**config.mk**
```make
export PLATFORM = sky130hd
export DESIGN_NAME = t5_hsch
export DESIGN_NICKNAME = d
export VERILOG_FILES = /design/src/rtl/t5_hsch.sv
export SDC_FILE = /design/constraint.sdc
export NUM_CORES = 1
export LEC_CHECK = 0
export BUFFER_PORTS_ARGS = -buffer_cell sky130_fd_sc_hd__buf_2
export CORE_ASPECT_RATIO = 1.1
export CORE_MARGIN = 2
export CORE_UTILIZATION = 40
export CTS_BUF_LIST = sky130_fd_sc_hd__clkbuf_8
export DETAILED_ROUTE_END_ITERATION = 10
export PLACE_DENSITY = 0.67
export SLEW_MARGIN = 10
export SYNTH_ARGS = -nofsm -noshare
export SYNTH_HDL_FRONTEND = slang
export SYNTH_SLANG_ARGS = --single-unit
```
**constraint.sdc**
```tcl
create_clock -name sclk -period 2.25 [get_ports sclk]
set_input_delay 0.45 -clock sclk [delete_from_list [all_inputs] [get_ports sclk]]
set_output_delay 0.45 -clock sclk [all_outputs]
set_load 0.02 [all_outputs]
```
**src/rtl/t5_hsch.sv**
```systemverilog
// Four-hart barrel scheduler: per-hart PC registers, round-robin issue of one
// enabled hart per advancing cycle, and execute-stage redirects into hart PCs.

module t5_hsch_pc #(
    parameter int XLEN = 32
) (
    input  logic            sclk,
    input  logic            srst,
    input  logic [XLEN-3:0] rst_word,
    input  logic            inc,
    input  logic            wr,
    input  logic [XLEN-3:0] wdata,
    output logic [XLEN-3:0] pc
);
    // A redirect beats the issue increment; the slot already issued keeps the old pc.
    always_ff @(posedge sclk) begin
        if (!srst)
            pc <= rst_word;
        else if (wr)
            pc <= wdata;
        else if (inc)
            pc <= pc + 1'b1;
    end
endmodule

module t5_hsch #(
    parameter int              XLEN     = 32,
    parameter logic [XLEN-1:0] RESET_PC = '0
) (
    input  logic            sclk,
    input  logic            srst,
    input  logic            sena,
    input  logic [3:0]      hen,
    input  logic            bra,
    input  logic [XLEN-1:0] bpc,
    output logic [XLEN-1:0] fpc,
    output logic            fval,
    output logic [1:0]      fcnt
);
    localparam int NUM_HARTS = 4;

    logic [NUM_HARTS-1:0][XLEN-3:0] pc;
    logic [1:0]                     ptr;
    logic [1:0]                     cand;
    logic [1:0]                     idx;
    logic                           cand_vld;
    logic                           issue;
    logic [2:0]                     hcnt;

    // Search ptr+1 .. ptr+4; the current ptr comes last so a lone hart still issues.
    always_comb begin
        cand_vld = 1'b0;
        cand     = ptr;
        idx      = ptr;
        for (int i = 1; i <= NUM_HARTS; i++) begin
            idx = ptr + 2'(i);
            if (!cand_vld && hen[idx]) begin
                cand_vld = 1'b1;
                cand     = idx;
            end
        end
    end

    assign issue = sena && cand_vld;

    for (genvar h = 0; h < NUM_HARTS; h++) begin : g_hart
        t5_hsch_pc #(.XLEN(XLEN)) u_pc (
            .sclk     (sclk),
            .srst     (srst),
            .rst_word (RESET_PC[XLEN-1:2]),
            .inc      (issue && (cand == 2'(h))),
            .wr       (bra && (bpc[1:0] == 2'(h))),
            .wdata    (bpc[XLEN-1:2]),
            .pc       (pc[h])
        );
    end

    always_ff @(posedge sclk) begin
        if (!srst) begin
            ptr  <= 2'd3;
            fpc  <= {RESET_PC[XLEN-1:2], 2'b00};
            fval <= 1'b0;
        end else if (sena) begin
            if (cand_vld) begin
                fpc  <= {pc[cand], cand};
                fval <= 1'b1;
                ptr  <= cand;
            end else begin
                fval <= 1'b0;
            end
        end
    end

    always_comb begin
        hcnt = 3'(hen[0]) + 3'(hen[1]) + 3'(hen[2]) + 3'(hen[3]);
        fcnt = (hcnt == 3'd0) ? 2'd0 : 2'(hcnt - 3'd1);
    end
endmodule
```
==> impl_metrics.tcl, run 1 <==
set metrics [dict create \
    outcome "finished with violations" \
    violations "setup timing" \
    synth_cells 1052 \
    muxShareOfSynthArea_pct 4.41 \
    wirelength_met1_microns 11900 \
    synth_cell_types 59 \
    grt_use_total_pct 24.7 \
    grt_pass1_wl_microns 43100 \
    timing.fmax_mhz 433 \
    ir_drop_mv 0.362 \
    min_period_ns 2.31 \
    die_x_microns 143 \
    synth.net_count 1099 \
    synth_compound_area_share_pct 20.0 \
    cts_max_path_buffers 2 \
    io_buffers 74 \
    relSlewSlack_pct 59.6 \
    multi_input_area_sq_um 5180 \
    cts_tree "done" \
    met3WireLength_microns 1940 \
    yosys.area_share.simple_pct 23.1 \
    firstDrtPassIters 5 \
    ys_warn_count 0 \
    final.period_utilization_pct 103 \
    die-area_sq_um 22600 \
    worst_pin_slew_ns 0.606 \
    max_cap_viol_count 0 \
    grt_pass1_vias 7866 \
    p_leak_uw 0.00352 \
    rows 56 \
    io_pins 75 \
    synth_top_area_share_pct 36.2 \
    antenna_cells 0 \
    hold_path.class "input port to register" \
    syn_to_final_growth_pct 20.4 \
    drive_gt1_share_pct 21.0 \
    rsz0062_at_grt "yes" \
    fin_setup_tns_ns -0.114 \
    synth_fa_ha_area_share_pct 1.11 \
    antenna_found_initial 0 \
    wl_per_cell_microns 19.2 \
    ctsHoldBuffers 0 \
    cts.htree.levels 4 \
    placed_area_sq_um 9820 \
    ys_ff_latch 155 \
    synth_top_family_by_area "simple AND/OR/NAND/NOR gates" \
    critPathArrivalTime_ns 1.86 \
    drtIter0Drc 787 \
    cp-end-kind "primary output" \
    totalWireLength_microns 28000 \
    slew_violations 0 \
    finalSetupViolCount 2 \
    path_clk_slew_ns 0.08 \
    ant_nets 0 \
    cts_made_buffers 17 \
    die_h_microns 157 \
    synth_area_leader_cell "dfxtp_1" \
    fillCellCount 2101 \
    final-seq-area_sq_um 3110 \
    drc 0 \
    routed.top_layer "met4" \
    grt_max_degree 119 \
    clk_latency_ns 0.47 \
    pre_cts_ws_ns -0.188 \
    critPathLaunchType "input port" \
    wl_met2_microns 13400 \
    fin_hold_ws_ns 0.281 \
    finalWorstSetupSlack_ns -0.0570 \
    skew_ns 0.0129 \
    crit_fanout 3 \
    vias 8539 \
    placed_cells 1430 \
    fin_cells 1460 \
    ys_seq_area_share_pct 36.2 \
    cts_root_buffer "clkbuf_8" \
    syn_area_per_cell_sq_um 8.14 \
    syn_area_sq_um 8560 \
    clock-sinks 155 \
    async_flop_share_pct 0 \
    initial_core_util_pct 40.5 \
    core_sq_um 21200 \
    hpwl_microns 19400 \
    fin_nets 1207 \
    synth_area_leaders "dfxtp_1 (36%), xnor2_1 (8.3%), o21ai_0 (7.1%), a21oi_1 (6.3%), nand2_1 (4.4%)" \
    grt-ovfl-total 0 \
    cp.required_ns 1.80 \
    via_per_inst 5.85 \
    path_class "input port to primary output" \
    synth_xor_area_share_pct 10.8 \
    hold_viol 0 \
    power_density_nw_per_um2 629 \
    design_area_sq_um 10300 \
    ys.flop_type "dfxtp_1" \
    synth_edf_count 0 \
    finalWeightedCongestion 0.924 \
]
[critical path, stage by stage]
cell and delay, ns:
buf_8 0.07, inv_2 0.03, fa_1 0.53, inv_1 0.05, ha_2 0.18, ha_4 0.26
nor2_4 0.08, nand2_2 0.06, nand2_2 0.06, buf_6 0.11
[Yosys cell counts (all sizes together), types with 2 or more instances]
cell    count
and4       13
clkbuf     60
nand3b      2
a211oi      4
nor3b       2
o21ai     123
a22o       15
nor2       30
and3       17
or3b        2
nand2b      5
a31oi       9
a32o       15
and4bb      2
xor2       25
nor4b       5
ha          6
o22ai       2
dfxtp     155
nand4      30
buf        17
and2        4
o211ai      5
a21o        3
mux4       15
inv        15
mux2i       4
nand3      74
nor3       39
o211a       2
or3        11
xnor2      81
o31ai       3
a21oi     110
or4         6
nand2     101
nor4       26
or2         5
[timing repair]
action	CTS	global route
endpoints found under the hold margin	0	0
pin swaps	5	5
endpoints found under the setup margin	6	40
setup buffers	1	0
gates resized for setup	11	14
[metrics by stage]
step | util [%] | power, uW
finish | 48.7 | 6480
detailed placement | 46.4 | 4310
CTS | 48.4 | 6470
floorplan | - | 3830
global placement | 46.4 | 4290
global route | 48.7 | 6720
[metal layers]
layer,vias up,GRT usage [%]
met5,-,0
met4,0,8.45
met3,54,4.53
met2,339,40.8
met1,4062,32.3
li1,4084,-
[report_power, final]
part           leakage [uW]  switching [uW]  total [uW]  internal, uW
clock              0.000202            1070        2190          1120
combinational       0.00205             726        1230           505
sequential          0.00127             164        3070          2900
total               0.00352            1950        6480          4530
[cells by family after synthesis]
family	Yosys count
compound gates	296
xor+xnor	106
fa+ha+maj	7
buf+inv	93
flops	155
mux	19
simple gates	376
[state kept, by name (all words and copies together) (netlist names)]
| signal | cells |
|---|---|
| fpc | 32 |
| fval | 1 |
| ptr | 2 |
| g_hart.u_pc.pc | 120 |
[layout make-up]
type,instances,area share [%]
inverter,16,0.583
sequential,155,30.1
clock buffer,19,2.54
multi-input combinational,804,50.3
tap,290,3.52
clock inverter,10,1.24
timing repair buffer,166,11.7
[path summary, 6_finish.rpt]
path                start                     to  slack, ns  depth (start not counted)
setup / recovery   hen[1]                fcnt[1]      -0.06                         10
hold / removal    bpc[19]  g_hart[0].u_pc.pc[17]       0.28                          3
setup reg to reg   ptr[0]  g_hart[2].u_pc.pc[26]       0.11                          7
hold reg to reg    fpc[1]                 fpc[1]       0.47                          2
[layout by cell type (no fill, tap or decap), types with 13 or more instances in the layout]
cell type / Yosys / final
a21oi_1: 108 / 108
buf_4: 0 / 84
a22o_1: 15 / 15
dfxtp_1: 155 / 153
xnor2_1: 81 / 81
a32o_1: 15 / 15
nand2_1: 101 / 99
mux4_2: 15 / 15
o21ai_0: 122 / 122
buf_2: 8 / 69
inv_1: 15 / 15
nor4_1: 26 / 24
nor2_1: 29 / 24
nand4_1: 30 / 30
clkbuf_8: 0 / 19
and4_1: 13 / 13
nand3_1: 74 / 71
xor2_1: 25 / 25
nor3_1: 38 / 36
and3_1: 17 / 17
No activity file was read; power rests on OpenSTA's default activity.
==> inputs of run 2 (changes only) <==
--- a/config.mk
+++ b/config.mk
@@ -11,7 +11,6 @@
 export CORE_UTILIZATION = 40
 export CTS_BUF_LIST = sky130_fd_sc_hd__clkbuf_8
 export DETAILED_ROUTE_END_ITERATION = 10
-export PLACE_DENSITY = 0.67
 export SLEW_MARGIN = 10
 export SYNTH_ARGS = -nofsm -noshare
 export SYNTH_HDL_FRONTEND = slang
==> impl_metrics.tcl, run 2 (same netlist as run 1, synthesis figures left out) <==
set metrics [dict create \
    clk_latency_ns 0.47 \
    r2r_cells 9 \
    cp-end-kind "primary output" \
    finalSetupViolCount 2 \
    io_pins 75 \
    grt_pass1_wl_microns 44100 \
    finalWorstSetupSlack_ns -0.0318 \
    fin_nets 1215 \
    rows 56 \
    die_h_microns 157 \
    syn_to_final_growth_pct 22.4 \
    totalWireLength_microns 28400 \
    grt_pass1_vias 7825 \
    finalWeightedCongestion 0.914 \
    critPathTopFamily "adder cells" \
    relSlewSlack_pct 63.4 \
    regMostFlops "g_hart.u_pc.pc" \
    worst_pin_slew_ns 0.549 \
    final-seq-area_sq_um 3110 \
    r2r-end "g_hart[3].u_pc.pc[12]" \
    cts_max_path_buffers 2 \
    path_clk_slew_ns 0.08 \
    skew_ns 0.0232 \
    ctsHoldBuffers 0 \
    clock-sinks 155 \
    power_density_nw_per_um2 633 \
    crit_slowest_cell "fa_1" \
    power_uw 6630 \
    ant_nets 0 \
    r2r-start "ptr[0]" \
    path_buf_inv 4 \
    fin_cells 1470 \
    path_class "input port to primary output" \
    reg2reg_slack_ns 0.11 \
    slew_violations 0 \
    cts_root_buffer "clkbuf_8" \
    core_sq_um 21200 \
    critPathArrivalTime_ns 1.83 \
    cp.depth 10 \
    min_period_ns 2.28 \
    reg.largest.list "g_hart.u_pc.pc x120, fpc x32, ptr x2" \
    outcome "finished with violations" \
    hpwl_microns 19800 \
    firstDrtPassIters 5 \
    hold_path.class "input port to register" \
    violations "setup timing" \
    antenna_found_initial 0 \
    via_per_inst 5.74 \
    initial_core_util_pct 40.5 \
    mostFrequentLayoutCells "dfxtp_1 (152), o21ai_0 (122), a21oi_1 (108)" \
    multi_input_area_sq_um 5220 \
    layout_commonest_cell "dfxtp_1" \
    cp.required_ns 1.80 \
    wl_per_cell_microns 19.3 \
    crit_path_start "hen[1]" \
    p_leak_uw 0.00363 \
    timing.fmax_mhz 438 \
    grt-ovfl-total 0 \
    critPathLaunchType "input port" \
    ir_drop_mv 0.333 \
    cts_tree "done" \
    vias 8433 \
    die_x_microns 143 \
    final.period_utilization_pct 101 \
    crit_fanout 3 \
    antenna_cells 0 \
    die-area_sq_um 22600 \
    crit_path_max_incr_delay_ns 0.52 \
    largest_reg_flops 120 \
    fin_hold_ws_ns 0.291 \
    drtIter0Drc 716 \
    hold_viol 0 \
    placed_cells 1438 \
    grt_max_degree 64 \
    drc 0 \
    max_cap_viol_count 0 \
    drive_gt1_share_pct 22.4 \
    crit_end "fcnt[1]" \
    grt_use_total_pct 25.4 \
    fillCellCount 2105 \
    io_buffers 74 \
    crit_chain "buf_8 > inv_4 > fa_1 > inv_1 > ha_2 > ha_4 > nor2_2 > nand2_1 > nand2_2 > buf_6" \
    rsz0062_at_grt "yes" \
    cts_made_buffers 17 \
    cts.htree.levels 4 \
]
run 2: worst reg2reg max path, cell delays in order, from the launching register on:
cell and delay [ns]:
dfxtp_2 0.37, or3b_4 0.40, buf_4 0.16, o211ai_1 0.26, buf_4 0.17, and4_4 0.21
buf_6 0.12, nand3_1 0.10, xor2_1 0.16, a21oi_1 0.13
run 2: through the flow:
step	cell area (sq um)	setup WS [ns]	setup TNS [ns]	util, %
detailed placement	9900	-0.170	-5.71	46.8
CTS	10400	-0.0376	-0.0583	49.0
floorplan	8590	0.0148	0	-
finish	10500	-0.0318	-0.0527	49.5
global route	10500	-0.0953	-0.189	49.5
global placement	9900	-0.189	-3.61	46.8
run 2: how the worst min path moves through the flow:
stage                                from                     to  cells after the start  slack (ns)
floorplan           g_hart[0].u_pc.pc[18]  g_hart[0].u_pc.pc[18]                      2        0.48
global placement                   fpc[1]                 fpc[1]                      2        0.44
detailed placement                 fpc[1]                 fpc[1]                      2        0.45
CTS                               bpc[19]  g_hart[0].u_pc.pc[17]                      3        0.26
global route                      bpc[19]  g_hart[0].u_pc.pc[17]                      3        0.28
finish                            bpc[19]  g_hart[0].u_pc.pc[17]                      3        0.29
run 2: report_power, final:
group          total (uW)  internal, uW  switching [uW]
Clock                2320          1210            1110
Sequential           3070          2900             167
Combinational        1240           514             724
run 2: routing by layer:
metal / global-route usage, % / wire length (microns) / vias to the layer above / part of all wire, %
li1: - / - / 4077 / -
met1: 35.0 / 12900 / 4057 / 45
met2: 40.8 / 13300 / 252 / 47
met3: 3.47 / 1530 / 47 / 5.4
met4: 9.01 / 751 / 0 / 2.6
met5: 0 / 0 / - / 0
run 2: what timing repair did:
action,CTS,global route
setup endpoints to repair,5,33
resized for setup,13,25
hold endpoints to repair,0,0
pin swaps,5,4
buffers inserted,1,0
run 2: area by class of cell:
type | count | share of cell area, %
multi-input combinational | 804 | 49.9
sequential | 155 | 29.7
tap | 290 | 3.46
clock buffer | 21 | 2.76
timing repair buffer | 174 | 12.3
clock inverter | 10 | 1.33
inverter | 16 | 0.621
==> inputs of run 3 (changes only) <==
--- a/config.mk
+++ b/config.mk
@@ -10,8 +10,10 @@
 export CORE_MARGIN = 2
 export CORE_UTILIZATION = 40
 export CTS_BUF_LIST = sky130_fd_sc_hd__clkbuf_8
+export CTS_CLUSTER_SIZE = 40
 export DETAILED_ROUTE_END_ITERATION = 10
 export SLEW_MARGIN = 10
 export SYNTH_ARGS = -nofsm -noshare
 export SYNTH_HDL_FRONTEND = slang
+export SYNTH_HIERARCHICAL = 1
 export SYNTH_SLANG_ARGS = --single-unit
==> impl_metrics.tcl, run 3 <==
set metrics [dict create \
    outcome "finished with violations" \
    violations "setup timing" \
    wl_per_cell_microns 18.0 \
    p_clk_share_pct 29.2 \
    rsz0062_at_grt "yes" \
    design_area_sq_um 12500 \
    totalWireLength_microns 30500 \
    combPwrFrac_pct 23.4 \
    hold_path.class "input port to register" \
    fin_hold_ws_ns 0.285 \
    synth_area_leaders "edfxtp_1 (35%), dfxtp_1 (6.8%), mux2i_1 (6.2%), nor2b_1 (5.0%), xnor2_1 (4.7%)" \
    timing.fmax_mhz 432 \
    die-area_sq_um 27200 \
    die_h_microns 173 \
    fin_nets 1382 \
    ctsHoldBuffers 0 \
    ys_warn_count 6 \
    grt_pass1_vias 8383 \
    ys.flop_type "edfxtp_1" \
    p_sw_uw 2580 \
    reg.largest.list "g_hart.u_pc/pc x120, fpc x32, ptr x2" \
    skew_ns 0.0145 \
    synth_cell_types 52 \
    cts_made_buffers 17 \
    grt_use_total_pct 22.5 \
    crit_fanout 3 \
    drc 0 \
    mostFrequentLayoutCells "conb_1 (120), edfxtp_1 (120), a21oi_1 (97)" \
    min_period_ns 2.32 \
    yosysMostFrequentCell "edfxtp_1" \
    cts.htree.levels 4 \
    async_flop_share_pct 0 \
    regMostFlops "g_hart.u_pc/pc" \
    io_buffers 74 \
    hold_end "ptr[0]" \
    io_pins 75 \
    worstHoldStart "srst" \
    via_per_inst 5.25 \
    internal-power_uw 5690 \
    grt_pass1_wl_microns 47100 \
    power_density_nw_per_um2 662 \
    placed_area_sq_um 12000 \
    antenna_cells 0 \
    core_sq_um 25400 \
    p_seq_share_pct 47.3 \
    synth_cells 1117 \
    cts_tree "done" \
    path_class "input port to primary output" \
    grt_max_degree 50 \
    syn_to_final_growth_pct 20.5 \
    finalSetupViolCount 2 \
    vias 8889 \
    synth_top_area_share_pct 34.8 \
    largest_reg_flops 120 \
    cts_max_path_buffers 2 \
    max_cap_viol_count 0 \
    placed_cells 1662 \
    initial_core_util_pct 40.8 \
    reg2reg_slack_ns 0.16 \
    cts_root_buffer "clkbuf_8" \
    ir_drop_mv 0.388 \
    syn_area_per_cell_sq_um 9.28 \
    path_clk_slew_ns 0.08 \
    synth_commonest_cells "edfxtp_1 (120), a21oi_1 (97), nand2_1 (92), o21ai_0 (89), nor2b_1 (83)" \
    netSwitchingFraction_pct 31.1 \
    postCtsSetupBuffers 0 \
    clock-sinks 155 \
    r2r_cells 5 \
    r2r-end "g_hart[1].u_pc/pc[25]" \
    grt-ovfl-total 0 \
    ys_seq_area_share_pct 41.5 \
    worst_pin_slew_ns 0.895 \
    cp-end-kind "primary output" \
    finalWorstSetupSlack_ns -0.0653 \
    fin_cells 1694 \
    r2r-start "g_hart[1].u_pc/pc[4]" \
    drive_gt1_share_pct 16.0 \
    p_leak_uw 0.00486 \
    ant_nets 0 \
    final.period_utilization_pct 103 \
    synth_area_leader_cell "edfxtp_1" \
    rows 61 \
    finalWeightedCongestion 0.875 \
    ys_ff_latch 155 \
    synth_edf_count 120 \
    hpwl_microns 22600 \
    slew_violations 0 \
    syn_area_sq_um 10400 \
    relSlewSlack_pct 40.3 \
    critPathLaunchType "input port" \
    drtIter0Drc 709 \
    hold_viol 0 \
    firstDrtPassIters 6 \
    cp.required_ns 1.80 \
    die_x_microns 157 \
    clk_latency_ns 0.46 \
    antenna_found_initial 1 \
    critPathArrivalTime_ns 1.87 \
    worstHoldPathCells 2 \
]
## run 3: cell types whose count changed after synthesis, sizes merged, moves of 18 or more
cell,before,now
o22ai,2,20
nand3,74,55
clkbuf,60,40
nor2b,1,83
inv,15,33
xnor2,81,56
dfxtp,155,35
mux2i,4,64
edfxtp,0,120
nor3,39,12
xor2,25,52
o221ai,0,31
## run 3: through the flow
step	util (%)	setup slack (ns)	power [uW]	setup TNS [ns]
2_1_floorplan	-	0.0211	5150	0
3_3_place_gp	47.2	-0.219	5840	-3.94
3_5_place_dp	47.2	-0.239	5870	-4.91
4_1_cts	49.1	-0.0799	8300	-0.141
5_1_grt	49.1	-0.132	8660	-0.262
6_report	49.1	-0.0653	8270	-0.118
## run 3: what timing repair did
item,CTS,global route
resized for setup,8,5
setup endpoints to repair,2,3
pin swaps,5,5
## run 3: metal layers
| layer | global-route usage, % | vias up | part of all wire (%) |
|---|---|---|---|
| met5 | 0 | - | 0.043 |
| met4 | 6.70 | 2 | 2.5 |
| met3 | 3.43 | 45 | 5.0 |
| met2 | 37.4 | 254 | 48 |
| met1 | 30.1 | 4205 | 44 |
| li1 | - | 4383 | - |
## run 3: cells by family (layout without fill, tap and decap cells)
kind of cell | count (synthesis) | after routing | synth area share [%]
compound gates | 272 | 272 | 15.0
other cells | 1 | 120 | 0.0362
fa+ha+maj | 7 | 7 | 0.917
flops | 155 | 155 | 41.5
mux | 76 | 76 | 7.48
buf+inv | 104 | 216 | 5.25
xor+xnor | 108 | 108 | 9.12
simple gates | 394 | 394 | 20.7
## run 3: cell type report
type,instances,area [sq um]
tap,346,433
sequential,155,4300
multi-input combinational,977,6020
timing repair buffer,151,1170
clock inverter,15,205
clock buffer,17,234
inverter,33,124
fill,2449,12900
## run 3: power by group through the flow
stage | clock network, uW | logic [uW] | registers (uW)
after floorplan | 0 | 1190 | 3950
after global placement | 0 | 1870 | 3970
after detailed placement | 0 | 1900 | 3970
after CTS | 2470 | 1930 | 3910
after global routing | 2570 | 2130 | 3960
final | 2420 | 1940 | 3910
## run 3: worst max-delay path: stages
cell	delay (ns)
buf_6	0.07
inv_2	0.03
fa_1	0.53
inv_1	0.05
ha_2	0.17
ha_4	0.29
nor2_4	0.03
nand2_2	0.06
nand2_2	0.05
buf_6	0.12
## run 3: how the worst max path moves through the flow
stage	slack [ns]	to	startpoint	cells after the start
finish	-0.07	fcnt[1]	hen[0]	10
global route	-0.13	fcnt[0]	hen[0]	9
CTS	-0.08	fcnt[1]	hen[1]	10
detailed placement	-0.24	fcnt[1]	hen[0]	10
global placement	-0.22	fcnt[1]	hen[0]	10
floorplan	0.02	g_hart[0].u_pc/pc[0]	hen[1]	5
